--- src/rtl/ap_prof_pkg.sv ---
// Shared types and constants for the ap_ctrl transaction profiler.
// Record layout depends on the CNT_W/ID_W parameters of the top, so the record struct lives there.
package ap_prof_pkg;

    // Bit positions inside the sticky err_flags vector.
    localparam int ERR_UNDERFLOW = 0;
    localparam int ERR_OVERFLOW  = 1;
    localparam int ERR_DROP      = 2;
    localparam int ERR_W         = 3;

    // Start-side handshake tracker: ARMED means ap_start seen, ap_ready not yet.
    typedef enum logic {
        IDLE  = 1'b0,
        ARMED = 1'b1
    } start_state_t;

endpackage

--- src/rtl/ts_fifo.sv ---
// Start-timestamp FIFO: DEPTH entries of {start, interval}, with same-cycle push/pop.
// The caller may request push when full; it only lands if a pop frees a slot in that cycle.
module ts_fifo #(
    parameter int DEPTH = 4,
    parameter int W     = 64
) (
    input  logic                   clock,
    input  logic                   reset,
    input  logic                   push,
    input  logic [W-1:0]           wdata,
    input  logic                   pop,
    output logic [W-1:0]           rdata,
    output logic                   full,
    output logic                   empty,
    output logic [$clog2(DEPTH):0] count
);

    localparam int AW = $clog2(DEPTH);

    logic [W-1:0]  mem [DEPTH];
    logic [AW-1:0] wr_ptr;
    logic [AW-1:0] rd_ptr;
    logic          do_push;
    logic          do_pop;

    assign full    = (count == (AW + 1)'(DEPTH));
    assign empty   = (count == '0);
    assign do_push = push && (!full || pop);
    assign do_pop  = pop && !empty;
    assign rdata   = mem[rd_ptr];

    // NOTE: the storage array has no reset; an entry is only read after count says it was written.
    always_ff @(posedge clock) begin
        if (do_push) mem[wr_ptr] <= wdata;
    end

    // NOTE: all sequential state uses non-blocking assignments so every register sees pre-edge values.
    always_ff @(posedge clock or posedge reset) begin
        if (reset) begin
            wr_ptr <= '0;
            rd_ptr <= '0;
            count  <= '0;
        end else begin
            if (do_push) wr_ptr <= wr_ptr + AW'(1);
            if (do_pop)  rd_ptr <= rd_ptr + AW'(1);
            case ({do_push, do_pop})
                2'b10:   count <= count + (AW + 1)'(1);
                2'b01:   count <= count - (AW + 1)'(1);
                default: ;
            endcase
        end
    end

endmodule

--- src/rtl/ap_txn_profiler.sv ---
// Converts each ap_start/ap_ready -> ap_done/ap_continue transaction of one HLS kernel
// into a timestamped {id, start, latency, interval} record on a valid/ready stream.
module ap_txn_profiler
    import ap_prof_pkg::*;
#(
    parameter int CNT_W = 32,
    parameter int DEPTH = 4,
    parameter int ID_W  = 16
) (
    input  logic                   clock,
    input  logic                   reset,
    input  logic                   ap_start,
    input  logic                   ap_ready,
    input  logic                   ap_done,
    input  logic                   ap_continue,
    input  logic                   finish,
    output logic                   rec_valid,
    input  logic                   rec_ready,
    output logic [ID_W-1:0]        rec_id,
    output logic [CNT_W-1:0]       rec_start,
    output logic [CNT_W-1:0]       rec_latency,
    output logic [CNT_W-1:0]       rec_interval,
    output logic [$clog2(DEPTH):0] outstanding,
    output logic [ERR_W-1:0]       err_flags,
    output logic                   flush_done
);

    typedef struct packed {
        logic [ID_W-1:0]  id;
        logic [CNT_W-1:0] start;
        logic [CNT_W-1:0] latency;
        logic [CNT_W-1:0] interval;
    } rec_t;

    start_state_t     state, state_next;
    logic [CNT_W-1:0] cyc_cnt;
    logic [CNT_W-1:0] start_ts;
    logic [CNT_W-1:0] prev_ts;
    logic             have_prev;
    logic             finish_seen;
    logic             flushed;
    logic [ID_W-1:0]  next_id;
    rec_t             rec_q;
    logic [ERR_W-1:0] err_q;

    logic             latch_ts;
    logic             push_req;
    logic [CNT_W-1:0] push_ts;
    logic [CNT_W-1:0] push_ival;
    logic             accept;
    logic             pop_req;
    logic             bypass;
    logic             fifo_push;
    logic             fifo_pop;
    logic             push_taken;
    logic             rec_fire;
    logic             underflow;
    logic             overflow;
    logic             flush_cond;
    logic [CNT_W-1:0] src_start;
    logic [CNT_W-1:0] src_ival;
    logic [2*CNT_W-1:0] fifo_rdata;
    logic             fifo_full;
    logic             fifo_empty;

    assign accept = !(finish || finish_seen);

    // NOTE: every output of this block gets a default first, so no path can infer a latch.
    always_comb begin
        state_next = state;
        latch_ts   = 1'b0;
        push_req   = 1'b0;
        push_ts    = start_ts;
        case (state)
            IDLE: begin
                if (ap_start && accept) begin
                    if (ap_ready) begin
                        push_req = 1'b1;
                        push_ts  = cyc_cnt;
                    end else begin
                        latch_ts   = 1'b1;
                        state_next = ARMED;
                    end
                end
            end
            ARMED: begin
                if (ap_ready) begin
                    push_req   = 1'b1;
                    state_next = IDLE;
                end else if (!ap_start) begin
                    state_next = IDLE;
                end
            end
            default: state_next = IDLE;
        endcase
    end

    assign push_ival = have_prev ? (push_ts - prev_ts) : '0;
    assign pop_req   = ap_done && ap_continue;

    // An empty FIFO with a same-cycle push hands the pushed entry straight to the record.
    assign bypass     = pop_req && push_req && fifo_empty;
    assign fifo_push  = push_req && !bypass && (!fifo_full || pop_req);
    assign fifo_pop   = pop_req && !fifo_empty;
    assign push_taken = fifo_push || bypass;
    assign rec_fire   = fifo_pop || bypass;
    assign underflow  = pop_req && fifo_empty && !push_req;
    assign overflow   = push_req && fifo_full && !pop_req;
    assign flush_cond = !accept && !flushed && fifo_empty && !rec_valid && !push_req;

    assign src_start = fifo_empty ? push_ts   : fifo_rdata[2*CNT_W-1:CNT_W];
    assign src_ival  = fifo_empty ? push_ival : fifo_rdata[CNT_W-1:0];

    ts_fifo #(
        .DEPTH (DEPTH),
        .W     (2 * CNT_W)
    ) u_ts_fifo (
        .clock (clock),
        .reset (reset),
        .push  (fifo_push),
        .wdata ({push_ts, push_ival}),
        .pop   (fifo_pop),
        .rdata (fifo_rdata),
        .full  (fifo_full),
        .empty (fifo_empty),
        .count (outstanding)
    );

    always_ff @(posedge clock or posedge reset) begin
        if (reset) begin
            state       <= IDLE;
            cyc_cnt     <= '0;
            start_ts    <= '0;
            prev_ts     <= '0;
            have_prev   <= 1'b0;
            finish_seen <= 1'b0;
            flushed     <= 1'b0;
            flush_done  <= 1'b0;
            err_q       <= '0;
        end else begin
            state   <= state_next;
            cyc_cnt <= cyc_cnt + CNT_W'(1);
            if (latch_ts) start_ts <= cyc_cnt;
            if (push_taken) begin
                prev_ts   <= push_ts;
                have_prev <= 1'b1;
            end
            if (finish) finish_seen <= 1'b1;
            flush_done <= flush_cond;
            if (flush_cond) flushed <= 1'b1;
            if (underflow) err_q[ERR_UNDERFLOW] <= 1'b1;
            if (overflow)  err_q[ERR_OVERFLOW]  <= 1'b1;
            if (rec_fire && rec_valid && !rec_ready) err_q[ERR_DROP] <= 1'b1;
        end
    end

    // Single-entry output register; a completion that finds it occupied is dropped but still numbered.
    always_ff @(posedge clock or posedge reset) begin
        if (reset) begin
            rec_valid <= 1'b0;
            rec_q     <= '0;
            next_id   <= '0;
        end else if (rec_fire) begin
            next_id <= next_id + ID_W'(1);
            if (!rec_valid || rec_ready) begin
                rec_valid      <= 1'b1;
                rec_q.id       <= next_id;
                rec_q.start    <= src_start;
                rec_q.latency  <= cyc_cnt - src_start + CNT_W'(1);
                rec_q.interval <= src_ival;
            end
        end else if (rec_ready) begin
            rec_valid <= 1'b0;
        end
    end

    assign rec_id       = rec_q.id;
    assign rec_start    = rec_q.start;
    assign rec_latency  = rec_q.latency;
    assign rec_interval = rec_q.interval;
    assign err_flags    = err_q;

endmodule

--- config.mk ---
export PLATFORM = sky130hd
export DESIGN_NAME = ap_txn_profiler
export DESIGN_NICKNAME = d
export VERILOG_FILES = /design/src/rtl/ap_prof_pkg.sv /design/src/rtl/ts_fifo.sv /design/src/rtl/ap_txn_profiler.sv
export SDC_FILE = /design/constraint.sdc
export NUM_CORES = 1
export LEC_CHECK = 0
export BUFFER_PORTS_ARGS = -buffer_cell sky130_fd_sc_hd__buf_4
export CAP_MARGIN = 0
export CORE_UTILIZATION = 45
export DETAILED_ROUTE_END_ITERATION = 10
export PLACE_DENSITY = 0.7
export SLEW_MARGIN = 0
export SYNTH_ARGS = -nofsm -noshare
export SYNTH_HDL_FRONTEND = slang
export SYNTH_SLANG_ARGS = --single-unit
--- constraint.sdc ---
create_clock -name clock -period 8.6 [get_ports clock]
set_input_delay 0.43 -clock clock [delete_from_list [all_inputs] [get_ports clock]]
set_output_delay 0.43 -clock clock [all_outputs]
set_load 0.01 [all_outputs]
==> results of run 1 <==
kinds of logic (layout without fill, tap and decap cells):
family,Yosys count,after routing
and+or+nand+nor,531,531
buffers and inverters,147,311
adders and majority gates,103,103
xor gates and xnor gates,117,117
AOI/OAI and AO/OA,320,320
muxes,157,157
DFF,496,496
Yosys cell counts, types with 3 or more instances:
library cell	instances	share of area
a21boi_1	3	0.00096
xor2_1	40	0.015
nor3_1	11	0.0023
nand3_1	29	0.0062
a22oi_1	6	0.0019
o21ai_1	6	0.0013
nor2_1	104	0.017
nor3b_1	3	0.00096
inv_1	69	0.011
nand4_1	16	0.0043
mux2i_1	35	0.015
dfrtp_1	240	0.26
nand3b_1	3	0.00096
a21o_1	40	0.013
or2_2	11	0.0029
ha_1	100	0.053
mux2_2	57	0.027
o31ai_1	6	0.0019
nand2_1	234	0.037
mux4_2	64	0.061
buf_1	14	0.0022
a221oi_1	6	0.0022
o211ai_1	4	0.0013
o21bai_1	6	0.0019
o21ai_0	94	0.020
edfxtp_1	256	0.33
and4_1	4	0.0015
and2_1	41	0.011
buf_2	3	0.00064
o21a_1	3	0.00096
and3_1	25	0.0066
nand2b_1	19	0.0051
fa_1	3	0.0026
a21oi_1	91	0.019
or4_1	3	0.00096
xnor2_1	77	0.029
clkbuf_1	59	0.0094
nor2b_1	16	0.0043
a31oi_1	26	0.0069
or3_1	3	0.00080
how the worst max path moves through the flow:
stage,end,slack (ps),cells after the start
floorplan,cyc_cnt[0]$_DFF_PP0_,1580,1
global placement,rec_latency[31]$_DFFE_PP0P_,3160,24
detailed placement,rec_latency[31]$_DFFE_PP0P_,3070,24
CTS,rec_latency[31]$_DFFE_PP0P_,3100,19
global route,rec_latency[31]$_DFFE_PP0P_,2710,19
finish,rec_latency[31]$_DFFE_PP0P_,3100,19
critical path, stage by stage (launching register included):
cell and delay (ps):
dfrtp_4 990, mux4_2 600, nand2_1 80, o21ai_0 130, ha_1 330, inv_1 30
ha_1 200, fa_1 410, a21o_1 200, a21oi_1 290, o21bai_1 110, a21oi_1 290
o21ai_0 210, nand2_1 140, a31oi_1 200, a221oi_1 560, o41ai_1 180, a21oi_1 200
xnor2_1 130, o21ai_0 80
flip-flops by register name (all words and copies together), names as in the netlist, 2 cells and up:
name and count:
start_ts 32, next_id 16, rec_interval 32, u_ts_fifo.wr_ptr 2
cyc_cnt 32, rec_latency 32, rec_id 16, err_flags 3
u_ts_fifo.rd_ptr 2, u_ts_fifo.count 3, rec_start 32, prev_ts 32
u_ts_fifo.mem 256
power breakdown:
group / switching [W] / total, W / internal (W)
clock network: 0.000942 / 0.00228 / 0.00134
logic: 0.000938 / 0.00178 / 0.000843
registers: 0.000246 / 0.00303 / 0.00278
stage by stage:
stage               cells  hold WS [ps]  worst slack, ps    util
floorplan            1871         407.6             1582       -
global placement     2619         426.0             3161  0.4896
detailed placement   2619         435.7             3070  0.4896
CTS                  2715         61.72             3101  0.5232
global route         2715         74.74             2705  0.5232
finish               2715         15.67             3096  0.5232
routing by layer:
layer,up-vias,GRT usage,routed length (um)
met5,-,0,0
met4,0,0.06333,1501
met3,94,0.03039,2171
met2,323,0.3614,27490
met1,7485,0.2578,22130
li1,7000,-,-
layout make-up:
class,instances,share of cell area
flip-flops and latches,496,0.5083
clock inverters,27,0.01058
well taps,680,0.03157
multi-input cells,1228,0.3454
clock buffers,69,0.05376
repair buffers,145,0.04039
inverters,70,0.01003
==> metrics.cfg, run 1 <==
[drt]
post_drt_wl_per_cell_um=19.63
first_iter_violations=1039
first_pass_iters=5
drt-total-wl_um=53290
drc=0
vias=14900
viasPerCell=5.489
ant_nets=0

[pwr]
p_leak_nw=11.99
power.density_nw_per_um2=263.2
finalPower_w=0.007093
vdd_ir_drop_max_uv=138.6

[finish]
regArea_um2=13700
areaGrowthSynthToFinish_pct=14.54
antenna_cells=0
nNetsFinal=2104
multi_input_area_um2=9309
most-common-layout-cells=edfxtp_1, dfrtp_1, nand2_1, buf_4, nor2_1
drive_gt1_frac=0.1936
nFillCells=4462
final_area_um2=26950
final_common_cell=edfxtp_1

[synthesis]
yosysSeqAreaShare=0.5819
synth_simple_gate_area_frac=0.1054
synth_edf_count=256
postSynthCellCount=1871
syn_area_um2=23530
synth_seq_cells=496
synth_area_per_cell_um2=12.58
yosysUniqueCellTypes=72
synth_nets=1982
synthXorXnorAreaFrac=0.04355
async_flop_share=0.4839
synth_ff_type=edfxtp_1
muxShareOfSynthArea=0.1044
synth_compound_area_frac=0.08519
synthAdderAreaFrac=0.05573
yosysWarnings=0
synth_top_family_by_area=simple AND/OR/NAND/NOR gates

[worst_setup_path]
required_ps=9040
path_class=reg -> reg
cp-startpoint=u_ts_fifo.rd_ptr[0]$_DFFE_PP0P_
r2r_end=rec_latency[31]$_DFFE_PP0P_
cp_max_fo=38
rr_worst_depth=19
r2r_slack_ps=3100
end_kind=flip-flop
critPathLaunchType=flip-flop
r2r-start=u_ts_fifo.rd_ptr[0]$_DFFE_PP0P_
arrival_ps=5950

[global_route]
grt_pass1_vias=15190
grt_max_degree=118
grt_overflow=0
grt_pass1_wl_um=84860
antenna_found_initial=0
grt_usage=0.2043

[hold_path]
hold_path_class=in -> async

[floorplan]
dieArea_um2=53210
rows=83
die_h_um=230.7
initial_utilization=0.4568
coreArea_um2=51510
io_pins=128
die_w_um=230.7

[sta]
rsz0062_at_grt=false
worst_pin_slew_ps=1049
fmax_mhz=181.7
slew_viol_final=0
finalCritPeriodShare=0.6400
setup_tns_ps=0
fin_skew_ps=18.76
setup_viol=0
finalHoldViolations=0
min_period_ps=5504
relSlewSlack=0.3003

[clock_tree]
hold_buffers=0
cts_buffers=52
clkSlewWorstSetupHoldPaths_ps=60
cts-root-buf=clkbuf_16
clkSinkCount=496
cts_tree=built
post_cts_buffers=0
ctsResizeCount=0
clk_path_buf_depth=3
clock_latency_ps=600
h-tree-depth=2

[placement]
globalplace.congestion=0.8217
dpl_cell_area_um2=25220
hpwlAfterDp_um=34980
port_buffers=127

[status]
outcome=finished clean

[flow_run]
drv_cap=0

Note: power is estimated with default switching activity, not from simulation.
==> run 2, diff against run 1 <==
clock period = 5.4 ns   (was 8.6 ns; I/O delays follow)
==> run 2 against run 1 <==
The run now ends with hold timing left. Clock power grew 61%. Die area is the same. Combinational power grew 66%. Final cell count grew 1.2%.
==> metrics.cfg, run 2 (synthesis results as in run 1) <==
[finish]
final_area_um2=27350
areaGrowthSynthToFinish_pct=16.24
largest-register=u_ts_fifo.mem
antenna_cells=0
most-common-layout-cells=edfxtp_1, dfrtp_1, nand2_1, buf_4, nor2_1
fin_util=0.5310
final_common_cell=edfxtp_1
largest_reg_flops=256
nFillCells=4404
drive_gt1_frac=0.2056
nNetsFinal=2133

[clock_tree]
cts-root-buf=clkbuf_16
clkSinkCount=496
post_cts_buffers=0
h-tree-depth=2
clock_latency_ps=600
clk_path_buf_depth=3
clkSlewWorstSetupHoldPaths_ps=60
cts_buffers=53
cts_tree=built

[placement]
port_buffers=127
dpl_cell_area_um2=25500
post-place-ws_ps=232.8
hpwlAfterDp_um=36790
globalplace.congestion=0.8423

[pwr]
vdd_ir_drop_max_uv=239.9
intPower_w=0.007998
p_comb_frac=0.258
power.density_nw_per_um2=417.6
p_leak_nw=12.17
p_clk_frac=0.322
p_seq_frac=0.420
p_sw_w=0.003425
swShare=0.2998

[sta]
min_period_ps=5122
fmax_mhz=195.2
fin_skew_ps=22.15
worst_pin_slew_ps=1173
setup_slack_ps=278.0
relSlewSlack=0.2181
holdWs_ps=-55.48
slew_viol_final=0
finalHoldViolations=30
setup_viol=0
finalCritPeriodShare=0.9485
setup_tns_ps=0

[worst_setup_path]
end_kind=flip-flop
path_class=reg -> reg
cp_max_fo=9
arrival_ps=5580
critPathLaunchType=flip-flop
required_ps=5850

[drt]
drc=0
drt-total-wl_um=54410
viasPerCell=5.540
first_iter_violations=1031
first_pass_iters=5
post_drt_wl_per_cell_um=19.81
ant_nets=0
vias=15220

[global_route]
antenna_found_initial=0
grt_usage=0.2069
grt_pass1_wl_um=85630
grt_overflow=0
grt_max_degree=179
grt_pass1_vias=15630

[floorplan]
io_pins=128
dieArea_um2=53210
initial_utilization=0.4568
coreArea_um2=51510
die_h_um=230.7
die_w_um=230.7
rows=83

[status]
outcome=finished, violations left
violations=hold timing

[hold_path]
hold_path_class=in -> async

[flow_run]
drv_cap=0

[run 2: cell types whose count changed in the layout (fill, tap and decap cells not counted), moves of 3 or more]
cell / change
clkbuf_16: +3
clkbuf_8: +4
buf_12: +8
clkinv_2: -3
dlygate4sd3_1: +3
buf_4: +17
clkinv_1: +4
[run 2: cell type report]
cell class	instances	area, um2	share of cell area
multi-input cells	1228	9338	0.3414
well taps	680	850.8	0.03111
clock buffers	75	1575	0.05759
clock inverters	25	217.7	0.007959
inverters	70	266.5	0.009743
repair buffers	173	1406	0.05142
flip-flops and latches	496	13700	0.5008
[run 2: per-layer routing]
| layer | track usage | wire length (um) |
|---|---|---|
| met3 | 0.03384 | 2214 |
| met2 | 0.3611 | 27780 |
| met4 | 0.08485 | 2095 |
| met1 | 0.2547 | 22320 |
| met5 | 0 | 0 |
[run 2: worst paths after layout]
kind,startpoint,end,slack (ps),cells after the start
max reg2reg,finish_seen$_DFFE_PP0P_,rec_latency[29]$_DFFE_PP0P_,280,19
min in group clock,ap_continue,err_flags[0]$_DFFE_PP0P_,50,3
min reg2reg,flushed$_DFFE_PP0P_,flush_done$_DFF_PP0_,440,1
min,reset,rec_interval[28]$_DFFE_PP0P_,-60,3
max,finish_seen$_DFFE_PP0P_,rec_latency[29]$_DFFE_PP0P_,280,19
max in group asynchronous,reset,start_ts[16]$_DFFE_PP0P_,4560,3
[run 2: power by group through the flow]
stage                     Clock (W)  Combinational (W)  Sequential (W)
after global routing        0.00390            0.00322         0.00486
final                       0.00368            0.00295         0.00479
after detailed placement          0            0.00298         0.00488
after global placement            0            0.00294         0.00486
after CTS                   0.00377            0.00299         0.00481
after floorplan                   0            0.00164         0.00493
[run 2: worst max-delay path, stage by stage, from the launching register on]
cell	delay, ps
dfrtp_1	420
or4b_1	630
buf_4	230
o21ai_1	220
nand2_1	210
mux2i_1	230
ha_1	270
ha_1	340
a21o_1	130
a21oi_1	90
o21bai_1	140
a21oi_1	130
o21ai_0	330
nand2_1	170
a31oi_1	430
a221oi_2	190
or2_2	340
o21ai_0	230
xnor2_1	140
o21ai_0	90
[run 2: repair_timing]
item                       in CTS  in global routing
setup endpoints to repair       0                  3
hold endpoints to repair        3                  0
hold buffers                    3                  0
gates resized for setup         0                  6
[run 2: through the flow]
step                hold slack, ps  std cells  power [W]
floorplan                    390.9       1871   0.006566
global placement             426.3       2644   0.007801
detailed placement           433.9       2644   0.007861
CTS                          15.79       2747    0.01157
global route                 42.04       2747    0.01198
finish                      -55.48       2747    0.01142
==> run 3, diff against run 2 <==
PLACE_DENSITY = 0.68   (was 0.7)
==> run 3 against run 2 <==
The run now ends clean. Combinational power fell by 1%. Sequential share of layout area grew 0.067 points. Global-route usage increased by 0.078 points. Sequential power barely moved. Critical path depth fell by 1. Die area is the same. Worst setup slack better by 53 ps. Clock skew down 4.5 ps. Total power increased by 0.93%. Fmax is 1.0% higher. Largest cell class unchanged.
==> metrics.cfg, run 3 (synthesis results as in run 1) <==
[floorplan]
rows=83
initial_utilization=0.4568
coreArea_um2=51510
die_w_um=230.7
io_pins=128
dieArea_um2=53210
die_h_um=230.7

[drt]
viasPerCell=5.464
first_iter_violations=962
drc=0
drt-total-wl_um=54200
first_pass_iters=5
ant_nets=0
vias=14970
post_drt_wl_per_cell_um=19.79

[worst_setup_path]
r2r_end=rec_latency[30]$_DFFE_PP0P_
end_kind=flip-flop
r2r-start=finish_seen$_DFFE_PP0P_
arrival_ps=5530
r2r_slack_ps=330
path_class=reg -> reg
required_ps=5860
cp_max_fo=9
rr_worst_depth=18
critPathLaunchType=flip-flop

[hold_path]
hold_path_class=in -> reg
whs_path_depth=3
worstHoldStart=ap_continue
min_to=err_flags[0]$_DFFE_PP0P_

[global_route]
grt_pass1_wl_um=86040
grt_pass1_vias=15240
grt_overflow=0
grt_usage=0.2077
antenna_found_initial=0
grt_max_degree=143

[pwr]
vdd_ir_drop_max_uv=221.9
power.density_nw_per_um2=422.0
p_leak_nw=12.18

[placement]
port_buffers=127
dpl_cell_area_um2=25420
globalplace.congestion=0.8420
hpwlAfterDp_um=36460

[finish]
most-common-layout-cells=edfxtp_1, dfrtp_1, nand2_1, buf_4, nor2_1
final_common_cell=edfxtp_1
areaGrowthSynthToFinish_pct=16.09
largest-register=u_ts_fifo.mem
antenna_cells=0
largest_reg_flops=256
nNetsFinal=2127
final_area_um2=27320
drive_gt1_frac=0.2035

[clock_tree]
h-tree-depth=2
cts_buffers=53
clkSinkCount=496
post_cts_buffers=0
clkSlewWorstSetupHoldPaths_ps=60
clock_latency_ps=610
cts-root-buf=clkbuf_16
cts_tree=built
clk_path_buf_depth=3

[sta]
worst_pin_slew_ps=906.0
relSlewSlack=0.3914
slew_viol_final=0
rsz0062_at_grt=false
setup_tns_ps=0
holdWs_ps=34.90
fmax_mhz=197.3
finalCritPeriodShare=0.9388
min_period_ps=5069
fin_skew_ps=17.69
finalHoldViolations=0
setup_viol=0

[flow_run]
drv_cap=0

[status]
outcome=finished clean

==> run 3: cell count changes in the layout (fill, tap and decap cells not counted), moves of 2 or more <==
cell	before	now
buf_12	8	6
buf_4	162	157
bufinv_16	3	9
clkbuf_1	11	5
clkbuf_16	58	55
clkbuf_8	6	1
clkinv_2	8	13
inv_6	1	3
mux2i_1	33	35
mux2i_2	2	0
==> run 3: area by class of cell <==
| class | instances | area (um2) |
|---|---|---|
| sequential | 496 | 13700 |
| multi-input combinational | 1228 | 9321 |
| clock inverter | 37 | 431.7 |
| clock buffer | 61 | 1409 |
| fill | 4452 | 24190 |
| inverter | 70 | 266.5 |
| tap | 680 | 850.8 |
| timing repair buffer | 167 | 1339 |
==> run 3: stage by stage <==
stage	utilization	setup slack (ps)	total power (W)	instances
after global routing	0.5303	34.31	0.01210	2739
after global placement	0.4936	436.6	0.007761	2637
final	0.5303	330.7	0.01153	2739
after floorplan	-	441.1	0.006566	1871
after CTS	0.5301	279.0	0.01168	2739
after detailed placement	0.4936	314.0	0.007807	2637
==> run 3: how the worst max path moves through the flow <==
stage                                          from                     endpoint
floorplan           u_ts_fifo.rd_ptr[0]$_DFFE_PP0P_  rec_latency[30]$_DFFE_PP0P_
global placement            finish_seen$_DFFE_PP0P_  rec_latency[31]$_DFFE_PP0P_
detailed placement          finish_seen$_DFFE_PP0P_  rec_latency[31]$_DFFE_PP0P_
CTS                         finish_seen$_DFFE_PP0P_  rec_latency[31]$_DFFE_PP0P_
global route                finish_seen$_DFFE_PP0P_  rec_latency[29]$_DFFE_PP0P_
finish                      finish_seen$_DFFE_PP0P_  rec_latency[30]$_DFFE_PP0P_
==> run 3: power breakdown <==
part / switching [W] / internal [W]
sequential: 0.000346 / 0.00444
clock: 0.00154 / 0.00230
combinational: 0.00154 / 0.00137
total: 0.00342 / 0.00810
==> run 3: routing by layer <==
metal  up-vias  share of wire  global-route usage
met1      7521           0.43              0.2684
met2       295           0.51              0.3634
met5         -              0                   0
li1       7074              -                   -
met3        77          0.037             0.02730
met4         0          0.023             0.06229
==> run 3: what timing repair did <==
item | in CTS | in global routing
hold endpoints to repair | 23 | 0
endpoints found under the setup margin | 0 | 3
hold buffers | 4 | 0
gates resized for setup | 0 | 2
==> run 3: worst max-delay path, cell delays in order, from the launching register on <==
cell      delay (ps)
dfrtp_1          400
or4b_1           610
buf_4            220
o21ai_1          250
nand2_1          210
mux2i_1          260
ha_1             290
ha_1             340
a21o_1           210
a21oi_1          290
o211ai_1         210
a21o_1           270
a311o_1          390
a211o_1          290
a21oi_1          220
o21bai_1          90
a21oi_1          170
xor2_1           150
o21ai_0           80
